$ cat src/rtl/wb_trace_buffer.sv
// wb_trace_buffer
// Passive tracer on the writeback stage of the 5-stage pipeline. Each
// retirement is stored as one record {PC, instruction, writeback data} in a
// DEPTH-entry FIFO. Records leave as three 32-bit words on a valid/ready
// stream: PC, then instruction, then data (out_last marks the data word).
// The buffer never stalls the core. A record that arrives while the FIFO is
// full is dropped, and the sticky overflow flag is set. Capturing HALT_INST
// sets the sticky halted flag, and every later retirement is then ignored.
// All stream outputs come straight from registers, so there is no
// combinational path from wb_* to out_*.
module wb_trace_buffer #(
  parameter int          DEPTH     = 16,
  parameter logic [31:0] HALT_INST = 32'h00000033
) (
  input  logic                     clk,
  input  logic                     rst,
  input  logic                     wb_valid_i,
  input  logic [31:0]              wb_pc_i,
  input  logic [31:0]              wb_inst_i,
  input  logic [31:0]              wb_data_i,
  input  logic                     wb_regwen_i,
  output logic                     out_valid,
  input  logic                     out_ready,
  output logic [31:0]              out_data,
  output logic                     out_last,
  output logic                     halted,
  output logic                     overflow,
  output logic [$clog2(DEPTH):0]   count
);

  localparam int AW = $clog2(DEPTH);
  localparam int CW = AW + 1;
  localparam logic [CW-1:0] FULL_COUNT = CW'(DEPTH);
  localparam logic [CW-1:0] ONE_COUNT  = CW'(1);
  localparam logic [CW-1:0] ZERO_COUNT = CW'(0);
  localparam logic [AW-1:0] PTR_ONE    = AW'(1);

  // Position of the head record's word that is currently on the stream.
  typedef enum logic [1:0] {
    WORD_PC   = 2'd0,
    WORD_INST = 2'd1,
    WORD_DATA = 2'd2
  } word_state_t;

  // Choose one of the three record fields based on the word position.
  function automatic logic [31:0] select_word(
    input word_state_t sel,
    input logic [31:0] pc,
    input logic [31:0] inst,
    input logic [31:0] data
  );
    logic [31:0] w;
    case (sel)
      WORD_PC:   w = pc;
      WORD_INST: w = inst;
      WORD_DATA: w = data;
      default:   w = 32'h0000_0000;
    endcase
    return w;
  endfunction

  // Record storage. It is not reset, because occupancy is tracked by count_r.
  logic [31:0] pc_mem_r   [DEPTH];
  logic [31:0] inst_mem_r [DEPTH];
  logic [31:0] data_mem_r [DEPTH];

  logic [AW-1:0] wr_ptr_r;
  logic [AW-1:0] rd_ptr_r;
  logic [CW-1:0] count_r;
  word_state_t   word_r;
  logic          halted_r;
  logic          overflow_r;
  logic          out_valid_r;
  logic [31:0]   out_data_r;
  logic          out_last_r;

  logic          xfer_s;
  logic          pop_s;
  logic          full_s;
  logic          accept_s;
  logic          push_s;
  logic          drop_s;
  logic          halt_seen_s;
  logic          bypass_s;
  logic [31:0]   store_data_s;
  logic [CW-1:0] count_nxt_s;
  logic [AW-1:0] wr_ptr_nxt_s;
  logic [AW-1:0] rd_ptr_nxt_s;
  word_state_t   word_nxt_s;
  logic [31:0]   head_pc_s;
  logic [31:0]   head_inst_s;
  logic [31:0]   head_data_s;
  logic          out_valid_nxt_s;
  logic [31:0]   out_data_nxt_s;
  logic          out_last_nxt_s;

  // Handshake, push/pop/drop decisions and the halt detection.
  always_comb begin
    xfer_s       = out_valid_r & out_ready;
    pop_s        = xfer_s & (word_r == WORD_DATA);
    full_s       = (count_r == FULL_COUNT);
    accept_s     = wb_valid_i & ~halted_r;
    push_s       = accept_s & (~full_s | pop_s);
    drop_s       = accept_s & full_s & ~pop_s;
    halt_seen_s  = accept_s & (wb_inst_i == HALT_INST);
    store_data_s = wb_regwen_i ? wb_data_i : 32'h0000_0000;
  end

  // Next pointers and occupancy. A simultaneous push and pop leaves count unchanged.
  always_comb begin
    count_nxt_s  = count_r;
    wr_ptr_nxt_s = wr_ptr_r;
    rd_ptr_nxt_s = rd_ptr_r;
    case ({push_s, pop_s})
      2'b10:   count_nxt_s = count_r + ONE_COUNT;
      2'b01:   count_nxt_s = count_r - ONE_COUNT;
      default: count_nxt_s = count_r;
    endcase
    if (push_s) begin
      wr_ptr_nxt_s = wr_ptr_r + PTR_ONE;
    end else begin
      wr_ptr_nxt_s = wr_ptr_r;
    end
    if (pop_s) begin
      rd_ptr_nxt_s = rd_ptr_r + PTR_ONE;
    end else begin
      rd_ptr_nxt_s = rd_ptr_r;
    end
  end

  // Word-position FSM next state: PC -> INST -> DATA -> PC, advancing on each transfer.
  always_comb begin
    word_nxt_s = word_r;
    if (xfer_s) begin
      case (word_r)
        WORD_PC:   word_nxt_s = WORD_INST;
        WORD_INST: word_nxt_s = WORD_DATA;
        WORD_DATA: word_nxt_s = WORD_PC;
        default:   word_nxt_s = WORD_PC;
      endcase
    end else begin
      word_nxt_s = word_r;
    end
  end

  // Next stream word. If the next head is the record being written on this
  // edge, the incoming fields are forwarded, because storage is not yet updated.
  always_comb begin
    bypass_s = push_s & ((count_r == ZERO_COUNT) | ((count_r == ONE_COUNT) & pop_s));
    if (bypass_s) begin
      head_pc_s   = wb_pc_i;
      head_inst_s = wb_inst_i;
      head_data_s = store_data_s;
    end else begin
      head_pc_s   = pc_mem_r[rd_ptr_nxt_s];
      head_inst_s = inst_mem_r[rd_ptr_nxt_s];
      head_data_s = data_mem_r[rd_ptr_nxt_s];
    end
    out_valid_nxt_s = (count_nxt_s != ZERO_COUNT);
    if (out_valid_nxt_s) begin
      out_data_nxt_s = select_word(word_nxt_s, head_pc_s, head_inst_s, head_data_s);
      out_last_nxt_s = (word_nxt_s == WORD_DATA);
    end else begin
      out_data_nxt_s = 32'h0000_0000;
      out_last_nxt_s = 1'b0;
    end
  end

  // Record storage write on capture.
  always_ff @(posedge clk) begin
    if (push_s) begin
      pc_mem_r[wr_ptr_r]   <= wb_pc_i;
      inst_mem_r[wr_ptr_r] <= wb_inst_i;
      data_mem_r[wr_ptr_r] <= store_data_s;
    end
  end

  // FIFO control state, the word-position FSM and the sticky flags.
  always_ff @(posedge clk or posedge rst) begin
    if (rst) begin
      wr_ptr_r   <= {AW{1'b0}};
      rd_ptr_r   <= {AW{1'b0}};
      count_r    <= ZERO_COUNT;
      word_r     <= WORD_PC;
      halted_r   <= 1'b0;
      overflow_r <= 1'b0;
    end else begin
      wr_ptr_r   <= wr_ptr_nxt_s;
      rd_ptr_r   <= rd_ptr_nxt_s;
      count_r    <= count_nxt_s;
      word_r     <= word_nxt_s;
      halted_r   <= halted_r | halt_seen_s;
      overflow_r <= overflow_r | drop_s;
    end
  end

  // Registered stream outputs. They hold steady under backpressure because their inputs do.
  always_ff @(posedge clk or posedge rst) begin
    if (rst) begin
      out_valid_r <= 1'b0;
      out_data_r  <= 32'h0000_0000;
      out_last_r  <= 1'b0;
    end else begin
      out_valid_r <= out_valid_nxt_s;
      out_data_r  <= out_data_nxt_s;
      out_last_r  <= out_last_nxt_s;
    end
  end

  assign out_valid = out_valid_r;
  assign out_data  = out_data_r;
  assign out_last  = out_last_r;
  assign halted    = halted_r;
  assign overflow  = overflow_r;
  assign count     = count_r;

endmodule

$ cat config.mk
export PLATFORM = sky130hd
export DESIGN_NAME = wb_trace_buffer
export DESIGN_NICKNAME = d
export VERILOG_FILES = /design/src/rtl/wb_trace_buffer.sv
export SDC_FILE = /design/constraint.sdc
export NUM_CORES = 2
export LEC_CHECK = 0
export ABC_AREA = 1
export CAP_MARGIN = 20
export CORE_MARGIN = 2
export CORE_UTILIZATION = 45
export DETAILED_ROUTE_END_ITERATION = 10
export GPL_TIMING_DRIVEN = 0
export PLACE_DENSITY = 0.58
export SLEW_MARGIN = 20
export SYNTH_ARGS = -nofsm -noshare
export SYNTH_HDL_FRONTEND = slang
export SYNTH_SLANG_ARGS = --single-unit
$ cat constraint.sdc
create_clock -name clk -period 7.54 [get_ports clk]
set_input_delay 1.131 -clock clk [delete_from_list [all_inputs] [get_ports clk]]
set_output_delay 1.131 -clock clk [all_outputs]
set_load 0.01 [all_outputs]
==> summary.md <==
| Metric | Value |
|---|---|
| Initial core utilization | `45.42%` |
| Crit path kind | `in -> reg` |
| Slew Limit Headroom | `17.54%` |
| DRC viols | `0` |
| Pwr dens | `395.9 nW/um2` |
| Synth cell types | `37` |
| Vias in the first global route | `44,750` |
| EDFF count, synth | `1,536` |
| XOR/XNOR Fraction of Synth Area | `0.07741%` |
| Initial DRC count | `6,342` |
| Area share of and/or/nand/nor cells after synthesis | `23.12%` |
| CP most frequent cell | `inv_1` |
| Nets@finish | `6,215` |
| Pleak | `28.05 nW` |
| Clock Latency Late Sink | `0.81 ns` |
| RD Place Congestion | `0.9405` |
| Die outline height | `387.8 um` |
| IO Port Bufs | `141` |
| Rows | `140` |
| Mux contribution to synthesized area | `0%` |
| Peak supply drop | `0.2696 mV` |
| Largest family of logic cells by synthesized area | `simple AND/OR/NAND/NOR gates` |
| First-pass GRT wire length | `316,200 um` |
| Chip width | `387.8 um` |
| R2R Path End | `out_data[21]$_DFF_PP0_` |
| Critical Path End Type | `register` |
| Initial antenna violation count | `18` |
| Synth Warn # | `0` |
| Pwr Total | `0.03058 W` |
| Fin crit share | `69.73%` |
| Max-Cap Viols | `0` |
| Crit path max fanout | `10` |
| Root buf cell | `clkbuf_16` |
| Hold_ws | `0.4995 ns` |
| Post-DR wirelength/cell | `26.85 um` |
| Area grow syn2layout | `16.52%` |
| Clock buffer depth | `3` |
| Synth Area in Compound Gates | `0.9477%` |
| Worst hold path depth | `1` |
| Primary FF master, synth | `edfxtp_1` |
| CTS Hold Bufs | `0` |
| Run status | `complete, no violations` |
| Post-synth ARST share | `3.214%` |
| RSZ-0062 raised after global routing | `false` |
| Worst-path cell chain | `clkdlybuf4s50_1 > nand2_1 > inv_2 > nand2_4 > clkinv_2 > nor3_1 > nor2_1 > clkbuf_1 > inv_1 > ha_1 > clkinv_1 > o21ai_0 > nor3_1 > nand3b_1 > o21ai_1 > inv_1 > buf_1 > nand2_1 > inv_1` |
| CTS H-tree depth | `4` |
| Final setup viols | `0` |
| Mapped Area | `66,270 um2` |
| Layout cell share with drive strength beyond 1 | `9.769%` |
| Syn avg cell area | `11.61 um2` |
| Cells on worst reg2reg path | `18` |
| Total iterations of the first detailed-routing run | `6` |
| Max-slew violations | `0` |
| Post-CTS Setup Bufs | `0` |
| Worst Skew | `0.03214 ns` |
| CP Launch Type | `primary input` |
| Clk sinks | `1,587` |
| DIE AREA | `150,400 um2` |
| Final hold violations | `0` |
| Fmax | `190.2 MHz` |
| Via count | `47,820` |
| Register-to-Register Setup Slack | `2.70 ns` |
| Hpwl dp | `155,300 um` |
| Num ports | `142` |
| CTS tree | `built` |
| Worst EP required | `8.26 ns` |
| Total clock buffers created by CTS | `168` |
| Synthesis-stage register bit count | `1,587` |
| CP arrival | `5.98 ns` |
| Post-Synthesis Cells | `5,710` |
| Critical path's slowest cell | `nand3b_1` |
| Tot GR Track Use | `28.89%` |
| Vias per cell | `5.851` |
| Register area share after synthesis | `71.52%` |
| Largest stage delay on the critical path | `0.54 ns` |
| Total grt overflow | `0` |
| Reg-to-Reg Start | `out_valid$_DFF_PP0_` |
| Syn nets | `5,822` |
| Clock Pin Slew Worst Setup and Hold Paths | `0.06 ns` |
| Largest net degree at the start of global routing | `42` |
| Tmin final | `5.257 ns` |
| Core area | `145,900 um2` |
| Adder-cell area share of the yosys netlist | `0.2077%` |
| Post_cts resized | `0` |
| Routed Wire Length | `219,400 um` |
| Slew at the pin with the worst max-slew slack | `1.237 ns` |
| Routed Antenna Nets | `0` |
| Hold endpoint | `overflow$_DFF_PP0_` |
| Hold/Removal Path Class | `reg -> reg` |
| Worst Hold Launch | `overflow$_DFF_PP0_` |
-- routing by layer --
metal | part of all wire (%) | track usage (%) | routed length [um]
met5 | 0.016 | 0 | 36
met4 | 4.1 | 11.56 | 9091
met3 | 11 | 6.500 | 23200
met2 | 45 | 44.33 | 98970
met1 | 40 | 39.98 | 88130
-- area by class of cell --
class	instances	area (um2)
timing repair buffer	223	3231
inverter	204	769.5
tap	1917	2399
sequential	1587	47400
antenna	12	30.03
buffer	434	1972
multi-input combinational	3485	16270
clock inverter	86	653.1
fill	12480	68690
clock buffer	225	4499
-- worst max-delay path by stage --
stage | from | to | slack, ns | depth (start not counted)
6_report | out_ready | out_data[21]$_DFF_PP0_ | 2.28 | 19
5_1_grt | out_ready | out_data[21]$_DFF_PP0_ | 2.09 | 19
4_1_cts | out_ready | out_data[21]$_DFF_PP0_ | 2.56 | 19
3_5_place_dp | out_ready | out_data[21]$_DFF_PP0_ | 1.78 | 19
3_3_place_gp | out_ready | pc_mem_r[8][11]$_DFFE_PP_ | -4.37 | 10
2_1_floorplan | out_ready | data_mem_r[11][0]$_DFFE_PP_ | 0.86 | 9
-- flip-flops by register name, summed over array words and instances, names as in the netlist --
register and flops:
count 5, data_mem_r 512, halted 1, inst_mem_r 512, out_data 32, out_last 1, out_valid 1, overflow 1
pc_mem_r 512, rd_ptr_r 4, word_r 2, wr_ptr_r 4
-- power breakdown --
group	internal [W]	total (W)	switching [W]
combinational	0.00338	0.0128	0.00947
sequential	0.00978	0.00983	0.0000568
clock	0.00438	0.00789	0.00351
-- cells in the mapped netlist, types with 3 or more instances --
cell type,instances,area [um2]
nand3_1,2102,10520
edfxtp_1,1536,46120
nand2_1,1189,4463
buf_2,235,1176
inv_1,173,649.4
clkbuf_1,157,589.3
o21ai_0,106,530.5
dfrtp_1,51,1276
buf_1,32,120.1
inv_2,28,105.1
nor2_1,25,93.84
nand3b_1,13,97.59
ha_1,11,137.6
buf_4,8,60.06
nor4_1,6,37.54
nand4_1,5,31.28
nor3_1,5,25.02
o31ai_1,3,22.52
xor2_1,3,26.28
-- cell usage in the layout (no fill, tap or decap), types with 8 or more instances in the layout --
cell type        count
nor2_4              17
nand3_1           2102
nand2_1           1189
buf_1               32
buf_4                8
clkinv_1            38
clkbuf_16          169
inv_1              172
clkbuf_1           204
o21ai_0            106
edfxtp_1          1536
diode_2             12
buf_16              26
inv_2               28
clkinv_2            27
dfrtp_1             51
ha_1                11
nand3b_1            13
nor2_1               9
buf_12              54
clkdlybuf4s50_1    141
buf_2              235
-- through the flow --
stage               util, %  cells  cell area (um2)  setup WS (ns)   TNS, ns
floorplan                 -   5710            66270         0.8572         0
finish                52.92   8173            77220          2.283         0
detailed placement    49.36   7849            72030          1.776         0
CTS                   52.89   8160            77180          2.563         0
global placement      48.03   7768            70080         -4.369  -6110.98
global route          52.90   8162            77200          2.087         0
-- cells by family (layout without fill, tap and decap cells) --
group                      count (synthesis)  after routing
buffers and inverters                    638           1172
adders and majority gates                 11             11
DFF                                     1587           1587
other                                      0             12
AOI/OAI and AO/OA                        119            119
and+or+nand+nor                         3350           3350
xor gates and xnor gates                   5              5
-- critical path, delay by kind of cell --
kind / cells / cell delay (ns)
adders and majority gates: 1 / 0.29
AOI/OAI and AO/OA: 2 / 0.51
buffers and inverters: 9 / 2.46
and+or+nand+nor: 7 / 1.57
Note: power is estimated with default switching activity, not from simulation.
